**config.mk**
```make
export PLATFORM = sky130hd
export DESIGN_NAME = logic_gate_unit
export DESIGN_NICKNAME = d
export VERILOG_FILES = /design/src/rtl/logic_gate_unit.sv
export SDC_FILE = /design/constraint.sdc
export NUM_CORES = 1
export LEC_CHECK = 0
export ABC_AREA = 1
export CAP_MARGIN = 10
export CORE_ASPECT_RATIO = 0.75
export CORE_MARGIN = 3
export CORE_UTILIZATION = 53
export DETAILED_ROUTE_END_ITERATION = 10
export DONT_BUFFER_PORTS = 1
export HOLD_SLACK_MARGIN = 0.02
export PLACE_DENSITY_LB_ADDON = 0.2
export SLEW_MARGIN = 40
export SYNTH_ARGS = -nofsm -noshare
export SYNTH_HDL_FRONTEND = slang
export SYNTH_SLANG_ARGS = --single-unit
```
**constraint.sdc**
```tcl
create_clock -name clk -period 2.47 [get_ports clk]
set_input_delay 0.247 -clock clk [delete_from_list [all_inputs] [get_ports clk]]
set_output_delay 0.247 -clock clk [all_outputs]
set_load 0.01 [all_outputs]
```
**src/rtl/logic_gate_unit.sv**
```systemverilog
// Registered 8-op bitwise/reduce gate with a 2-entry valid/ready output buffer; result on y one edge after accept.
// in_ready drops only when both entries are full; optional op_count under LOGIC_GATE_UNIT_STATS_EN.
module logic_gate_unit #(
  parameter int WIDTH = 8
) (
  input  logic             clk,
  input  logic             rst,
  input  logic             in_valid,
  output logic             in_ready,
  input  logic [WIDTH-1:0] a,
  input  logic [WIDTH-1:0] b,
  input  logic [2:0]       op,
  output logic             out_valid,
  input  logic             out_ready,
  output logic [WIDTH-1:0] y
`ifdef LOGIC_GATE_UNIT_STATS_EN
  ,
  output logic [15:0]      op_count
`endif
);

  typedef enum logic [1:0] {
    S_EMPTY = 2'd0,
    S_ONE   = 2'd1,
    S_TWO   = 2'd2
  } state_t;

  state_t           r_state;
  state_t           w_state_nxt;
  logic [WIDTH-1:0] r_out;
  logic [WIDTH-1:0] r_skid;
  logic [WIDTH-1:0] w_res;
  logic             w_acc;
  logic             w_drain;
  logic             w_load_out;
  logic             w_load_skid;
  logic             w_skid_to_out;

  always_comb begin
    w_res = '0;
    case (op)
      3'b000: w_res = a & b;
      3'b001: w_res = ~(a & b);
      3'b010: w_res = a | b;
      3'b011: w_res = ~(a | b);
      3'b100: w_res = a ^ b;
      3'b101: w_res = ~(a ^ b);
      3'b110: w_res = ~a;
      default: w_res[0] = ~&a;
    endcase
  end

  // in_ready depends only on registered occupancy (and rst), never on out_ready
  assign in_ready  = !rst && (r_state != S_TWO);
  assign out_valid = (r_state != S_EMPTY);
  assign y         = r_out;
  assign w_acc     = in_valid && in_ready;
  assign w_drain   = out_valid && out_ready;

  always_comb begin
    w_state_nxt   = r_state;
    w_load_out    = 1'b0;
    w_load_skid   = 1'b0;
    w_skid_to_out = 1'b0;
    case (r_state)
      S_EMPTY: begin
        if (w_acc) begin
          w_state_nxt = S_ONE;
          w_load_out  = 1'b1;
        end
      end
      S_ONE: begin
        if (w_acc && w_drain) begin
          w_load_out = 1'b1;
        end else if (w_acc) begin
          w_state_nxt = S_TWO;
          w_load_skid = 1'b1;
        end else if (w_drain) begin
          w_state_nxt = S_EMPTY;
        end
      end
      S_TWO: begin
        if (w_drain) begin
          w_state_nxt   = S_ONE;
          w_skid_to_out = 1'b1;
        end
      end
      default: w_state_nxt = S_EMPTY;
    endcase
  end

  always_ff @(posedge clk) begin
    if (rst) begin
      r_state <= S_EMPTY;
      r_out   <= '0;
      r_skid  <= '0;
    end else begin
      r_state <= w_state_nxt;
      if (w_load_out) begin
        r_out <= w_res;
      end else if (w_skid_to_out) begin
        r_out <= r_skid;
      end
      if (w_load_skid) begin
        r_skid <= w_res;
      end
    end
  end

`ifdef LOGIC_GATE_UNIT_STATS_EN
  logic [15:0] r_op_count;

  always_ff @(posedge clk) begin
    if (rst) begin
      r_op_count <= '0;
    end else if (w_drain && (r_op_count != 16'hFFFF)) begin
      r_op_count <= r_op_count + 16'd1;
    end
  end

  assign op_count = r_op_count;
`endif

endmodule
```
==> results of run 1 <==
[synth_stat cells (4+ instances only)]
cell type	n	area [sq um]
nand2_1	69	259.0
nor2_1	52	195.2
inv_1	49	183.9
nand3_1	21	105.1
dfxtp_1	18	360.4
ha_1	16	200.2
o21ai_0	15	75.07
nand4_1	8	50.05
inv_2	6	22.52
a21oi_1	5	25.02
buf_6	5	56.30
nor2_4	4	45.04
o21ai_1	4	20.02
[layer usage]
| metal | GRT usage | up-vias |
|---|---|---|
| met5 | 0 | - |
| met4 | 0.05630 | 0 |
| met3 | 0.05415 | 5 |
| met2 | 0.2996 | 42 |
| met1 | 0.3038 | 712 |
| li1 | - | 885 |
[how the worst max path moves through the flow]
stage                endpoint       start  cells past startpoint
global route             y[0]  r_state[0]                      8
detailed placement       y[0]  r_state[0]                      8
finish                   y[0]  r_state[0]                      8
global placement         y[0]  r_state[0]                      8
CTS                      y[0]  r_state[0]                      8
floorplan           r_skid[4]  r_state[1]                      8
[stage by stage]
step           worst slack, ns  cell area, sq um    util  instances  power (mW)
2_1_floorplan            1.285              1748       -        289      0.4624
3_3_place_gp             1.027              1722  0.5660        319      0.4700
4_1_cts                 0.9248              1763  0.5796        322      0.6751
6_report                0.9247              1763  0.5796        322      0.6709
3_5_place_dp            0.9405              1722  0.5660        319      0.4713
5_1_grt                 0.7092              1763  0.5796        322      0.7200
[power groups by stage]
stage | combinational (mW) | clock (mW) | sequential (mW)
after CTS | 0.150 | 0.209 | 0.316
final | 0.151 | 0.205 | 0.316
after floorplan | 0.142 | 0 | 0.320
after global placement | 0.148 | 0 | 0.322
after global routing | 0.181 | 0.222 | 0.317
after detailed placement | 0.149 | 0 | 0.322
[critical path: stages (launching register included)]
cell,delay [ns]
dfxtp_1,0.39
inv_1,0.07
nand2_1,0.07
nand3_2,0.07
nor2_2,0.46
inv_1,0.16
nand2_1,0.08
o21ai_0,0.07
nor2_1,0.10
[state kept, by name, summed over array words and instances, names as in the netlist]
| register | flops |
|---|---|
| r_state | 2 |
| r_skid | 8 |
| y | 8 |
[logic make-up (layout without fill, tap and decap cells)]
group                    Yosys count  after routing  synth area share
AND/OR/NAND/NOR                  166            166            0.4409
flip-flops                        18             18            0.2062
multiplexers                       1              1          0.005727
AO/OA/AOI/OAI                     25             25           0.07230
adder cells (fa/ha/maj)           16             16            0.1145
buffers and inverters             63             58            0.1603
[final cells by class]
type	instances	area (sq um)
clock buffer	3	41.29
sequential	18	360.3
fill	299	1279
tap	38	47.55
multi-input combinational	208	1107
inverter	55	206.4
==> reports/qor.csv, run 1 <==
metric,value,unit
worst reg2reg path startpoint,r_state[0],
unrepaired setup endpoints after global routing,no,
combinational fraction of design power,0.225,
Sw Share,0.3022,
DR vias/cell,5.106,
crit-path max FO,15,
clock power share,0.305,
met2 routed WL,1587,microns
floorplan core area,3042,sq um
Worst setup EP type,flop,
Hold Path Depth,1,
# rows,17,
chip width,72.31,microns
#FFs+latches synth,18,
final setup fails,0,
"Area growth, synth to finish",0.8590,%
overall routed net length,3796,microns
post-synthesis cell type count,25,
syn nets,328,
NumNets Final,325,
DR top layer,met4,
Final Hold Fails,0,
max cap viols,0,
global-route usage over all layers,0.2086,
# clock sinks,18,
required time of the critical path,2.66,ns
global-route wire length before repair,6817,microns
vias in the first global route,1534,
Hold WC Path Type,input port to flop,
WS Path Type,flop to flop,
R2R setup slack,0.92,ns
gr ovfl total,0,
I/O pins,33,
die area,4030,sq um
post-route DRC violation count,0,
Cell Int Power,0.4682,mW
crit path time final,1.545,ns
CTS tree,built,
DRT met1 WL,1930,microns
Fin Setup TNS,0,ns
Post-CTS Hold Buffers,0,
Max clock buf depth,2,
worst slew pin tran,0.5834,ns
Post-synth EDFFs,0,
"Cell Area, Synth",1748,sq um
via count,1644,
power density over the cells,380.6,nW/um^2
Antenna diodes,0,
CP Launch Type,flop,
post_cts resized,0,
Hold Path Sink,r_state[1],
async set-reset flop share out of synthesis,0,
skew final,0.002006,ns
synthesized instance count,289,
CTS Buf Count,3,
top_reg_cell synth,dfxtp_1,
Syn. warnings,0,
Die H,55.74,microns
largest net degree at the start of global routing,17,
routed wl met3,242,microns
share of layout cells above drive strength 1,0.07746,
"Avg Cell Area, Syn",6.048,sq um
FMAX,0.6471,GHz
RePlAce Congestion,0.8479,
Post-CTS Setup Repair Bufs,0,
Max Slew Vio Count,0,
Rel. slew slack,0.6107,
root buffer cell,clkbuf_8,
"CTS clk-pin slew, worst paths",0.07,ns
initial antenna violation count,0,
DR pass1 iterations,4,
VDD IR max,306.1,uV
Antenna Nets Post-Route,0,
static leakage,0.9670,nW
most frequent cells in the layout,"nand2_1, nor2_1, inv_1, nand3_1, dfxtp_1",
Iteration-0 DRC Markers,104,
status,finished clean,
Skew-Pair Late Insertion Delay,0.25,ns
Fin Hold WS,0.05658,ns
H-tree Lvls,1,
port bufs,0,
sequential element share of the synthesized area,0.2062,
"commonest non-fill, non-tap cell in the layout",nand2_1,
min-delay src,rst,
Final Cycle Share,0.6256,
starting density of the core,0.5747,
Avg WL per Cell,11.79,microns
Worst Reg-to-Reg Cells,8,
sequential share of power,0.470,
reg2reg end,y[0],
DP HPWL,2887,microns
switching pwr,0.2027,mW
"Data arrival, critical path",1.74,ns
(Power assumes the default switching activity.)
==> run 2: changes to the inputs <==
==> constraint.sdc (replaced) <==
create_clock -name clk -period 1.6 [get_ports clk]
set_input_delay 0.16 -clock clk [delete_from_list [all_inputs] [get_ports clk]]
set_output_delay 0.16 -clock clk [all_outputs]
set_load 0.01 [all_outputs]
==> reports/qor.csv, run 2 (synthesized netlist as in run 1, its figures left out) <==
metric,value,unit,change
chip width,72.31,microns,unchanged
final setup fails,0,,unchanged
crit-path max FO,15,,unchanged
VDD IR max,507.8,uV,+66%
post_cts resized,0,,unchanged
area occupied by registers,360.3,sq um,unchanged
critical path cell sequence,"inv_2, nor2_4, nand2_2, inv_1, nand2_1, nand2_1, nor2_1, nor2_1, nand2_1, inv_1",,
Worst setup EP type,flop,,
global-route usage over all layers,0.1958,,-0.01281
"Data arrival, critical path",1.55,ns,-0.19 ns
Skew-Pair Late Insertion Delay,0.25,ns,about the same
via count,1635,,-0.55%
Antenna diodes,0,,unchanged
static leakage,0.9835,nW,+1.7%
max cap viols,0,,unchanged
NumNets Final,327,,+0.62%
skew final,0.004567,ns,+0.002561 ns
post-route DRC violation count,0,,unchanged
most frequent cells in the layout,"nand2_1, nor2_1, inv_1, nand3_1, dfxtp_1",,
Final Hold Fails,0,,unchanged
DR pass1 iterations,5,,+1
Worst path max stage delay,0.34,ns,-0.12 ns
DR vias/cell,5.031,,-1.5%
share of layout cells above drive strength 1,0.08362,,+0.006159
Slowest cell on crit path,dfxtp_1,,
initial antenna violation count,0,,unchanged
# clock sinks,18,,unchanged
die area,4030,sq um,unchanged
vias in the first global route,1446,,-5.7%
CP Launch Type,flop,,
CTS tree,built,,
fillcell total,296,,-1.0%
floorplan core area,3042,sq um,unchanged
Hold Path Depth,3,,+2
Place WS,0.2592,ns,-0.6812 ns
port bufs,0,,unchanged
Rel. slew slack,0.7678,,+0.1571
Fin Setup TNS,0,ns,unchanged
Antenna Nets Post-Route,0,,unchanged
"Area growth, synth to finish",2.649,%,
worst slew pin tran,0.3457,ns,-0.2377 ns
WS Path Type,flop to flop,,
family with the most delay on the worst path,simple AND/OR/NAND/NOR gates,,
overall routed net length,3829,microns,+0.87%
RePlAce Congestion,0.8007,,-5.6%
status,finished clean,,
Crit. path cell count,10,,+2
CTS Buf Count,3,,unchanged
Die H,55.74,microns,unchanged
DP HPWL,2967,microns,+2.8%
# rows,17,,unchanged
Max Slew Vio Count,0,,unchanged
Bufs and invs on worst path,3,,+1
Max clock buf depth,2,,unchanged
"most used cell, CP",nand2_1,,
Fin Hold WS,0.04839,ns,-0.008189 ns
root buffer cell,clkbuf_8,,
FMAX,0.7410,GHz,+15%
starting density of the core,0.5747,,unchanged
Worst Reg-to-Reg Cells,10,,+2
required time of the critical path,1.80,ns,-0.86 ns
crit path time final,1.349,ns,-0.1958 ns
R2R setup slack,0.25,ns,-0.67 ns
Final Cycle Share,0.8434,,+0.2178
unrepaired setup endpoints after global routing,no,,
Iteration-0 DRC Markers,81,,-22%
Pwr Total,1.092,mW,+63%
Final Worst Setup Slack,0.2505,ns,-0.6742 ns
multi-input logic area,1107,sq um,unchanged
global-route wire length before repair,6403,microns,-6.1%
"CTS clk-pin slew, worst paths",0.07,ns,about the same
Final Util,0.5899,,+0.01028
"commonest non-fill, non-tap cell in the layout",nand2_1,,
I/O pins,33,,unchanged
power density over the cells,608.4,nW/um^2,+60%
largest net degree at the start of global routing,16,,-1
Hold WC Path Type,input port to flop,,
H-tree Lvls,1,,unchanged
Avg WL per Cell,11.78,microns,about the same
gr ovfl total,0,,unchanged
[run 2: cell types whose count changed in the layout (fill, tap and decap cells not counted)]
cell           before  now
dlygate4sd3_1       0    1
clkbuf_8            3    4
buf_4               0    1
[run 2: routing by layer]
layer / share of wire / track usage / wire (microns) / vias up
li1: - / - / - / 889
met1: 0.51 / 0.3010 / 1955 / 695
met2: 0.40 / 0.2698 / 1534 / 49
met3: 0.084 / 0.04874 / 323 / 2
met4: 0.0039 / 0.04021 / 15 / 0
met5: 0 / 0 / 0 / -
[run 2: layout make-up]
type	instances	share of cell area
sequential	18	0.2008
clock buffer	4	0.03068
tap	38	0.02650
timing repair buffer	2	0.009763
inverter	55	0.1151
multi-input combinational	208	0.6172
[run 2: timing repair]
| action | in CTS | in global routing |
|---|---|---|
| buffers inserted | 0 | 0 |
| hold buffers | 1 | 0 |
| endpoints found under the hold margin | 2 | 0 |
[run 2: worst paths after layout]
path | from | to
hold reg to reg | r_skid[7] | r_skid[7]
setup / recovery | r_state[1] | y[1]
setup reg to reg | r_state[1] | y[1]
hold / removal | rst | r_skid[7]
[run 2: per-stage QoR]
stage               area, sq um  std cells
floorplan                  1748        289
global placement           1729        320
finish                     1794        325
detailed placement         1729        320
CTS                        1794        325
global route               1794        325
[run 2: worst reg2reg max path, stage by stage (launching register included)]
cell     delay, ns
dfxtp_1       0.34
inv_2         0.08
nor2_4        0.14
nand2_2       0.21
inv_1         0.15
nand2_1       0.07
nand2_1       0.06
nor2_1        0.04
nor2_1        0.10
nand2_1       0.07
inv_1         0.05
[run 2: where the power goes]
group / total, mW / internal (mW) / switching (mW) / leakage (nW)
sequential: 0.488 / 0.468 / 0.0195 / 0.147
combinational: 0.239 / 0.0908 / 0.148 / 0.808
clock: 0.365 / 0.218 / 0.147 / 0.0288
